`config.mk`:
```
export PLATFORM = sky130hd
export DESIGN_NAME = cmp_sel_shift_pipe
export DESIGN_NICKNAME = d
export VERILOG_FILES = /design/src/rtl/cmp_sel_shift_pipe.sv
export SDC_FILE = /design/constraint.sdc
export NUM_CORES = 1
export LEC_CHECK = 0
export CAP_MARGIN = 20
export CORE_ASPECT_RATIO = 0.7
export CORE_UTILIZATION = 35
export CTS_CLUSTER_SIZE = 10
export DETAILED_ROUTE_END_ITERATION = 12
export PLACE_DENSITY = 0.65
export SLEW_MARGIN = 20
export SYNTH_ARGS = -nofsm -noshare
export SYNTH_HDL_FRONTEND = slang
export SYNTH_SLANG_ARGS = --single-unit
```
`constraint.sdc`:
```
create_clock -name Clk -period 17.64 [get_ports Clk]
set_input_delay 3.528 -clock Clk [delete_from_list [all_inputs] [get_ports Clk]]
set_output_delay 3.528 -clock Clk [all_outputs]
set_load 0.02 [all_outputs]
```
`src/rtl/cmp_sel_shift_pipe.sv`:
```
// Three-stage compare/select/shift datapath: sums and difference, min-style select,
// flag-driven shifts, then narrowing to OUTWIDTH with optional saturation and overflow flag.
module cmp_sel_shift_pipe #(
    parameter int DATAWIDTH = 64,
    parameter int OUTWIDTH  = 32,
    parameter int SATURATE  = 0
) (
    input  logic                 Clk,
    input  logic                 Rst,
    input  logic [DATAWIDTH-1:0] a,
    input  logic [DATAWIDTH-1:0] b,
    input  logic [DATAWIDTH-1:0] c,
    input  logic                 in_valid,
    output logic                 in_ready,
    output logic [OUTWIDTH-1:0]  x,
    output logic [OUTWIDTH-1:0]  z,
    output logic                 ovf,
    output logic                 out_valid,
    input  logic                 out_ready
);

    // Handshake: a beat moves on any edge where valid && ready. The only stall source is an
    // unaccepted result (out_valid && !out_ready); it freezes all three stages and drops
    // in_ready in the same cycle, so a producer never loses a beat.
    logic stall;
    assign stall    = out_valid && !out_ready;
    assign in_ready = !stall;

    logic [DATAWIDTH-1:0] sum_d, sum_e, dif_f;
    logic                 lt_n, eq_n;
    assign sum_d = a + b;
    assign sum_e = a + c;
    assign dif_f = a - b;
    assign lt_n  = sum_d < sum_e;
    assign eq_n  = sum_d == sum_e;

    logic [DATAWIDTH-1:0] d1, e1, f1;
    logic                 lt1, eq1, v1;

    logic [DATAWIDTH-1:0] g_n, h_n;
    assign g_n = lt1 ? d1 : e1;
    assign h_n = eq1 ? g_n : f1;

    logic [DATAWIDTH-1:0] g2, h2;
    logic                 lt2, eq2, v2;

    logic [DATAWIDTH-1:0] xw, zw;
    assign xw = h2 << lt2;
    assign zw = g2 >> eq2;

    // Upper-bit detection only exists when narrowing actually discards bits.
    logic x_hi, z_hi;
    generate
        if (OUTWIDTH < DATAWIDTH) begin : g_narrow
            assign x_hi = |xw[DATAWIDTH-1:OUTWIDTH];
            assign z_hi = |zw[DATAWIDTH-1:OUTWIDTH];
        end else begin : g_full
            assign x_hi = 1'b0;
            assign z_hi = 1'b0;
        end
    endgenerate

    logic [OUTWIDTH-1:0] x_n, z_n;
    assign x_n = ((SATURATE != 0) && x_hi) ? {OUTWIDTH{1'b1}} : xw[OUTWIDTH-1:0];
    assign z_n = ((SATURATE != 0) && z_hi) ? {OUTWIDTH{1'b1}} : zw[OUTWIDTH-1:0];

    always_ff @(posedge Clk or posedge Rst) begin
        if (Rst) begin
            d1        <= '0;
            e1        <= '0;
            f1        <= '0;
            lt1       <= 1'b0;
            eq1       <= 1'b0;
            v1        <= 1'b0;
            g2        <= '0;
            h2        <= '0;
            lt2       <= 1'b0;
            eq2       <= 1'b0;
            v2        <= 1'b0;
            x         <= '0;
            z         <= '0;
            ovf       <= 1'b0;
            out_valid <= 1'b0;
        end else if (!stall) begin
            v1 <= in_valid;
            if (in_valid) begin
                d1  <= sum_d;
                e1  <= sum_e;
                f1  <= dif_f;
                lt1 <= lt_n;
                eq1 <= eq_n;
            end
            v2 <= v1;
            if (v1) begin
                g2  <= g_n;
                h2  <= h_n;
                lt2 <= lt1;
                eq2 <= eq1;
            end
            out_valid <= v2;
            // Outputs keep their last values across bubbles.
            if (v2) begin
                x   <= x_n;
                z   <= z_n;
                ovf <= x_hi || z_hi;
            end
        end
    end

endmodule
```
* Word level (Yosys, flattened, before mapping) *
Cells that the tools add are included.

word-level totals
  flip-flop bits (word level) = 392
  bits in latches = 0
  RAM bits = 0
  bits in read-only memories = 0
  input port bits = 196
  output and inout bits = 67
  word-level logic and storage cells = 34
  memories = 0

operators by class
  add/sub/neg operators = 3
  multiply operators = 0
  divide/modulo/power cells = 0
  order comparisons = 1
  equal/unequal tests = 1
  shift-type cells = 2
  multiplexer cells = 2
  bitwise operators = 1
  reduce and logical (&&, ||, !) cells = 9

operators with widths
  cell                                            count
  64-bit adder                                    2
  64-bit two-way mux                              2
  64-bit equality test                            1
  64-bit < comparator                             1
  32-bit OR reduction                             2
  64-bit by 1-bit left shift with 64-bit output   1
  64-bit by 1-bit right shift with 64-bit output  1
  64-bit subtractor                               1
  2-bit AND reduction                             3
  1-bit logical NOT                               2
  1-bit logical AND                               1
  1-bit logical OR                                1
  1-bit NOT                                       1

* Depth between registers and ports, before layout *
Gate-level depths: netlist of the first run.

  depth after elaboration = 4
  depth in mapped cells = 23
  depth with buffers taken out = 23

* Worst setup path before layout of the first run *
Ideal clock, no wire load.

  path type = input to output
  from = in out_ready
  to = out in_ready
  arrival time = 3.929 ns
  required time = 14.112 ns
  path slack = 10.183 ns
  cell stages on the path = 2
  path buffers = 1
  cell sequence = nand2b_1 -> clkbuf_1

between the ends
  longest elaborated chain between the ends = 3

ends and longest elaborated chain
  element             RTL line  text
  start: declaration  19        input logic out_ready
  1-bit logical NOT   26        assign stall = out_valid && !out_ready;
  1-bit logical AND   26
  1-bit logical NOT   --
  end: declaration    14        output logic in_ready,

Every way passes these cells.

* Worst setup path in the final report of the first run *
  from = in a[10]
  to = reg lt1

between the ends
  longest elaborated chain between the ends = 2
  elaborated cells on any way between the ends = 3
  those cells by class = add/sub: 2; order compare: 1

ends and longest elaborated chain
  element                          RTL line  text
  start: declaration               10        input logic [DATAWIDTH-1:0] a,
  64-bit adder (on tied branches)  31, 32
  64-bit < comparator (*)          34        assign lt_n = sum_d < sum_e;
  end signal: assignment           90        lt1 <= lt_n;
  end: declaration                 38        logic lt1, eq1, v1;

Every way passes the cells marked *; elsewhere a longest branch is shown, timed or not.
A chain may end at the register's enable or synchronous reset.

==> results of run 1 <==
## cells in the final DEF (no fill, tap or decap), types with 22 or more instances in the layout
master	synthesis	routed
a21oi_1	313	313
xor2_1	37	37
ha_1	253	253
o21ai_0	420	420
a21o_1	75	75
nand4_1	64	64
nand2b_1	29	29
inv_1	150	149
mux2_2	22	22
mux2i_1	131	131
clkbuf_16	0	46
dfrtp_1	391	387
nor4_1	39	39
nand2_1	538	536
o21bai_1	50	50
nor3_1	44	44
nor2_1	247	247
o31ai_1	27	27
xnor2_1	149	149
nor2b_1	28	28
clkdlybuf4s50_1	0	262
nand3_1	35	35
## final timing paths
check | slack (ns) | cells past startpoint | to | startpoint
min in group asynchronous | 3.53 | 2 | z[2] | Rst
worst min register to register | 0.47 | 2 | f1[35] | f1[35]
max in group asynchronous | 11.83 | 4 | e1[51] | Rst
worst max register to register | 14.34 | 5 | e1[15] | out_valid
worst max-delay path | 8.57 | 22 | lt1 | a[10]
worst min-delay path | 0.47 | 2 | f1[35] | f1[35]
## worst min-delay path: stages, from the launching register on
cell and delay, ns:
dfrtp_1 0.34, nand2_1 0.05, nand2_1 0.05
## synth_stat cells, drive strengths merged, types with 37 or more instances
| library cell | n | share of area, % |
|---|---|---|
| a21o | 75 | 1.9 |
| a21oi | 315 | 5.5 |
| buf | 47 | 0.75 |
| clkbuf | 149 | 1.9 |
| dfrtp | 391 | 34 |
| ha | 253 | 11 |
| inv | 152 | 2.0 |
| mux2i | 131 | 4.5 |
| nand2 | 538 | 7.0 |
| nand4 | 64 | 1.4 |
| nor2 | 248 | 3.2 |
| nor3 | 44 | 0.76 |
| nor4 | 40 | 0.89 |
| o21ai | 436 | 7.6 |
| o21bai | 50 | 1.3 |
| xnor2 | 149 | 4.5 |
| xor2 | 37 | 1.1 |
## power groups by stage
stage               Clock [mW]  Combinational [mW]  Sequential, mW
finish                   0.858                1.81            1.50
global route             0.911                1.98            1.55
CTS                      0.877                1.78            1.50
detailed placement           0                1.78            1.52
global placement             0                1.76            1.50
floorplan                    0                1.06            1.52
## registers in the layout (all words and copies together) (netlist names), 32 cells and up
name	flops
g2	64
f1	63
x	32
h2	64
d1	64
z	32
e1	64
## per-stage QoR
| step | instance area, um2 | util, % | setup WS (ns) | hold slack (ns) | total power, mW |
|---|---|---|---|---|---|
| final | 33500 | 41.3 | 8.57 | 0.465 | 4.16 |
| after global routing | 33500 | 41.3 | 8.38 | 0.483 | 4.43 |
| after CTS | 33500 | 41.3 | 8.79 | 0.472 | 4.16 |
| after detailed placement | 32200 | 39.7 | 8.24 | 0.459 | 3.29 |
| after global placement | 32200 | 39.7 | 8.31 | 0.446 | 3.26 |
| after floorplan | 28900 | - | 3.24 | 0.428 | 2.58 |
## layer usage
| layer | vias to the layer above | part of all wire (%) |
|---|---|---|
| met5 | - | 0 |
| met4 | 0 | 1.5 |
| met3 | 87 | 9.1 |
| met2 | 1072 | 37 |
| met1 | 12500 | 53 |
| li1 | 12600 | - |
## area by class of cell
| cell class | count | area [um2] | area share, % |
|---|---|---|---|
| Antenna cell | 4 | 10.0 | 0.0299 |
| Clock buffer | 56 | 1240 | 3.69 |
| Clock inverter | 4 | 63.8 | 0.190 |
| Inverter | 154 | 588 | 1.75 |
| Multi-Input combinational cell | 2766 | 17800 | 53.0 |
| Sequential cell | 391 | 9790 | 29.2 |
| Tap cell | 1068 | 1340 | 3.99 |
| Timing Repair Buffer | 275 | 2720 | 8.11 |
## logic make-up after synthesis
family | share of synthesized area [%]
and+or+nand+nor | 16.7
AOI/OAI and AO/OA | 22.5
DFF | 33.8
buffers and inverters | 4.70
adders and majority gates | 11.2
xor gates and xnor gates | 5.64
muxes | 5.39
==> reports/metrics.yaml, run 1 <==
floorplan:
  chipWidth_um: 346
  die_y_um: 242
  num_rows: 87
  io_pins: 263
  core_um2: 81100
  die_area_um2: 83800
  floorplan.initialDensity_pct: 35.6
sta:
  max_freq_mhz: 110
  maxSlewViolCount: 0
  slew_headroom_pct: 32.0
  hold_viol: 0
  fin_tns_setup_ns: 0
  fin_skew_ns: 0.0243
  finalCritPeriodShare_pct: 51.4
  rsz0062_at_grt: "no"
  setup_viol_count_final: 0
  final.min_clock_period_ns: 9.07
  tightest_slew_ns: 0.994
setup_path:
  cp_data_required_time_ns: 18.11
  crit_type: "in2reg"
  start_kind: "input port"
  critPathMaxStageDelay_ns: 0.71
  crit_family: "compound AO/OA/AOI/OAI gates"
  critPathArrivalTime_ns: 9.54
  crit_buf_inv: 1
  crit_fanout: 7
  cp_cell_sequence: "clkdlybuf4s50_1 -> ha_1 -> nand4_1 -> nor4_1 -> o21ai_0 -> nand3_1 -> nor3_1 -> o41ai_2 -> a21o_1 -> a41oi_1 -> xor2_1 -> ha_1 -> a21o_1 -> a21oi_1 -> nor2b_1 -> o21ai_0 -> nand2b_1 -> a21oi_1 -> nor2_1 -> a2111oi_0 -> o21ai_0 -> o31ai_1"
  cp-end-kind: "flop"
  cp_slowest_cell: "o41ai_2"
  cpMostUsedCell: "o21ai_0"
synthesis:
  syn-mean-instance-area_um2: 8.24
  ys.flop_type: "dfrtp_1"
  synth_area_um2: 28900
  yosysWarnings: 0
  syn_nets: 3959
  synth_cell_type_count: 94
  syn_inst: 3507
  synth_edf_count: 0
  ys_ff_latch: 391
  ys_seq_area_share_pct: 33.8
  synthArstFlopShare_pct: 100
clock_network:
  cts_max_level: 2
  cts.sinks: 391
  clk_latency_ns: 0.58
  postCtsSetupBuffers: 0
  tritoncts: "done"
  clk_pin_slew_ns: 0.06
  cts_inserted_buffers: 46
  cts_buffer_depth: 3
  clockRootBuffer: "clkbuf_16"
  cts_hold_buf: 0
  postCtsResizedCells: 0
grt:
  busiest_layer: "met1"
  overflow: 0
  use_met3_pct: 4.75
  use_met1_pct: 38.8
  grt_pass1_wl_um: 151000
  grt_max_degree: 137
  antenna_found_initial: 5
  met2_usage_pct: 29.3
  grt_pass1_vias: 24100
  grt_usage_pct: 23.2
pwr:
  switching_share_pct: 41.1
  pwr-share-clk_pct: 20.6
  seqPwrFrac_pct: 35.9
  power_density_nw_per_um2: 124
  power.internal_mw: 2.45
  cellLeakagePower_nw: 14.6
  combPwrFrac_pct: 43.4
  power_switching_mw: 1.71
  peakVddDrop_mv: 0.0690
routing:
  drt_iter0_markers: 3187
  routed_via_density: 5.55
  num_vias: 26200
  dr.pass1.iters: 6
  drt.antenna.violating_nets: 0
  drc: 0
  wl_per_cell_um: 21.2
  drt-total-wl_um: 100000
finish:
  areaGrowthSynthToFinish_pct: 16.0
  stdcell_count: 4718
  drive_above_1_share_pct: 4.22
  fillCellCount: 8218
  nNetsFinal: 4086
run:
  cap_violations: 0
outcome:
  status: "complete, no violations"
place:
  post-place-cells: 4654
  place.gp.congestion: 0.966
  port_buffers: 262
  dp_hpwl_um: 81000
worst_hold_path:
  hold_class: "reg2reg"
Note: power is estimated with default switching activity, not from simulation.
==> run 2, diff against run 1 <==
--- a/config.mk
+++ b/config.mk
@@ -10,7 +10,7 @@
 export CORE_UTILIZATION = 35
 export CTS_CLUSTER_SIZE = 10
 export DETAILED_ROUTE_END_ITERATION = 12
-export PLACE_DENSITY = 0.65
+export PLACE_DENSITY = 0.67
 export SLEW_MARGIN = 20
 export SYNTH_ARGS = -nofsm -noshare
 export SYNTH_HDL_FRONTEND = slang
==> constraint.sdc (replaced) <==
create_clock -name Clk -period 7.4 [get_ports Clk]
set_input_delay 1.48 -clock Clk [delete_from_list [all_inputs] [get_ports Clk]]
set_output_delay 1.48 -clock Clk [all_outputs]
set_load 0.02 [all_outputs]
==> run 2 against run 1 <==
Sequential power rose by 140%. Sequential cell count did not move. Non-clock buffer count rose by 12. Combinational power rose by 140%. Global-route usage rose by 0.50 points. Clock-buffer cell count fell by 1. Hold slack improved by 0.0026 ns. Critical path depth fell by 1.
==> reports/metrics.yaml, run 2 (synthesis results as in run 1) <==
setup_path:
  cp_data_required_time_ns: 7.86
  r2r-start: "out_valid"
  crit_fanout: 12
  start_kind: "input port"
  critPathArrivalTime_ns: 7.13
  startpoint: "a[24]"
  crit_type: "in2reg"
  cp-end-kind: "flop"
sta:
  fin_skew_ns: 0.0121
  rsz0062_at_grt: "no"
  setup_viol_count_final: 0
  final.min_clock_period_ns: 6.66
  fin_tns_setup_ns: 0
  finalCritPeriodShare_pct: 90.0
  tightest_slew_ns: 0.997
  hold_viol: 0
  slew_headroom_pct: 33.5
  max_freq_mhz: 150
  maxSlewViolCount: 0
floorplan:
  core_um2: 81100
  chipWidth_um: 346
  die_y_um: 242
  num_rows: 87
  io_pins: 263
  die_area_um2: 83800
  floorplan.initialDensity_pct: 35.6
outcome:
  status: "complete, no violations"
pwr:
  switching_share_pct: 41.2
  pwr-share-clk_pct: 20.3
  power_switching_mw: 4.09
  combPwrFrac_pct: 43.6
  power.internal_mw: 5.83
  peakVddDrop_mv: 0.162
  seqPwrFrac_pct: 36.1
  cellLeakagePower_nw: 14.6
  power_density_nw_per_um2: 295
  finalPower_mw: 9.92
grt:
  grt_max_degree: 221
  grt_pass1_vias: 24500
  overflow: 0
  grt_usage_pct: 23.7
  antenna_found_initial: 5
  grt_pass1_wl_um: 154000
clock_network:
  cts_inserted_buffers: 46
  clk_latency_ns: 0.57
  clk_pin_slew_ns: 0.05
  clockRootBuffer: "clkbuf_16"
  tritoncts: "done"
  cts_hold_buf: 0
  cts_max_level: 2
  postCtsResizedCells: 0
  postCtsSetupBuffers: 0
  cts_buffer_depth: 3
  cts.sinks: 391
routing:
  drc: 0
  num_vias: 26400
  drt_iter0_markers: 3006
  drt.antenna.violating_nets: 0
  drt-total-wl_um: 101000
  dr.pass1.iters: 6
  routed_via_density: 5.59
  wl_per_cell_um: 21.4
finish:
  mostFrequentLayoutCells: "nand2_1, o21ai_0, dfrtp_1, a21oi_1, clkdlybuf4s50_1"
  layout.cells.most_common: "nand2_1"
  areaGrowthSynthToFinish_pct: 16.4
  drive_above_1_share_pct: 4.48
  nNetsFinal: 4098
place:
  port_buffers: 262
  place.gp.congestion: 0.980
  dp_hpwl_um: 81500
run:
  cap_violations: 0
worst_hold_path:
  hp-start: "f1[7]"
  hold_class: "reg2reg"
## run 2: cell types whose count changed in the layout (fill, tap and decap cells not counted), sizes merged
cell      before  now
inv          154  153
buf           13   25
clkinv         3    4
clkinvlp       0    1
clkbuf        56   55
## run 2: worst paths after layout
check,to,slack [ns],cells after the start
max reg2reg,f1[2],4.47,4
min,f1[7],0.47,2
max,lt1,0.74,21
min reg2reg,f1[7],0.47,2
max in group asynchronous,lt2,4.52,3
min in group asynchronous,g2[4],1.40,2
## run 2: worst max-delay path, stage by stage
cell	delay, ns
clkdlybuf4s50_1	0.58
ha_1	0.56
nor4_2	0.41
nand2_1	0.11
nor4_1	0.55
o311ai_1	0.28
nand3_1	0.21
o21ai_1	0.22
o31ai_2	0.58
a21o_1	0.24
xnor2_1	0.21
ha_1	0.32
a21oi_1	0.13
nor2b_1	0.06
o21ai_0	0.15
nand2b_1	0.08
a21oi_1	0.16
nor2_1	0.06
a2111oi_0	0.32
o21ai_0	0.19
o31ai_1	0.21
## run 2: area by class of cell
type,count,area [um2]
Multi-Input combinational cell,2766,17800
Fill cell,8164,47400
Timing Repair Buffer,287,2860
Antenna cell,4,10.0
Clock buffer,55,1200
Sequential cell,391,9790
Tap cell,1068,1340
Clock inverter,5,72.6
Inverter,154,584
## run 2: metal layers
| layer | global-route usage (%) | wire, um | vias up |
|---|---|---|---|
| li1 | - | - | 12600 |
| met3 | 4.22 | 9080 | 85 |
| met4 | 4.62 | 1510 | 0 |
| met2 | 29.5 | 37400 | 1042 |
| met1 | 40.2 | 53500 | 12700 |
| met5 | 0 | 0 | - |
## run 2: metrics by stage
stage	instance area, um2	hold WS [ns]	utilization [%]	setup slack (ns)	cells
finish	33600	0.468	41.5	0.736	4730
CTS	33600	0.476	41.5	0.880	4726
global placement	32400	0.445	39.9	0.297	4666
detailed placement	32400	0.463	39.9	0.298	4666
floorplan	28900	0.428	-	0.660	3507
global route	33600	0.487	41.5	0.361	4730
## run 2: power by group through the flow
stage | registers (mW) | clock network, mW | logic [mW]
floorplan | 3.63 | 0 | 2.53
global placement | 3.59 | 0 | 4.21
detailed placement | 3.62 | 0 | 4.24
CTS | 3.59 | 2.06 | 4.26
global route | 3.70 | 2.14 | 4.73
finish | 3.58 | 2.02 | 4.32
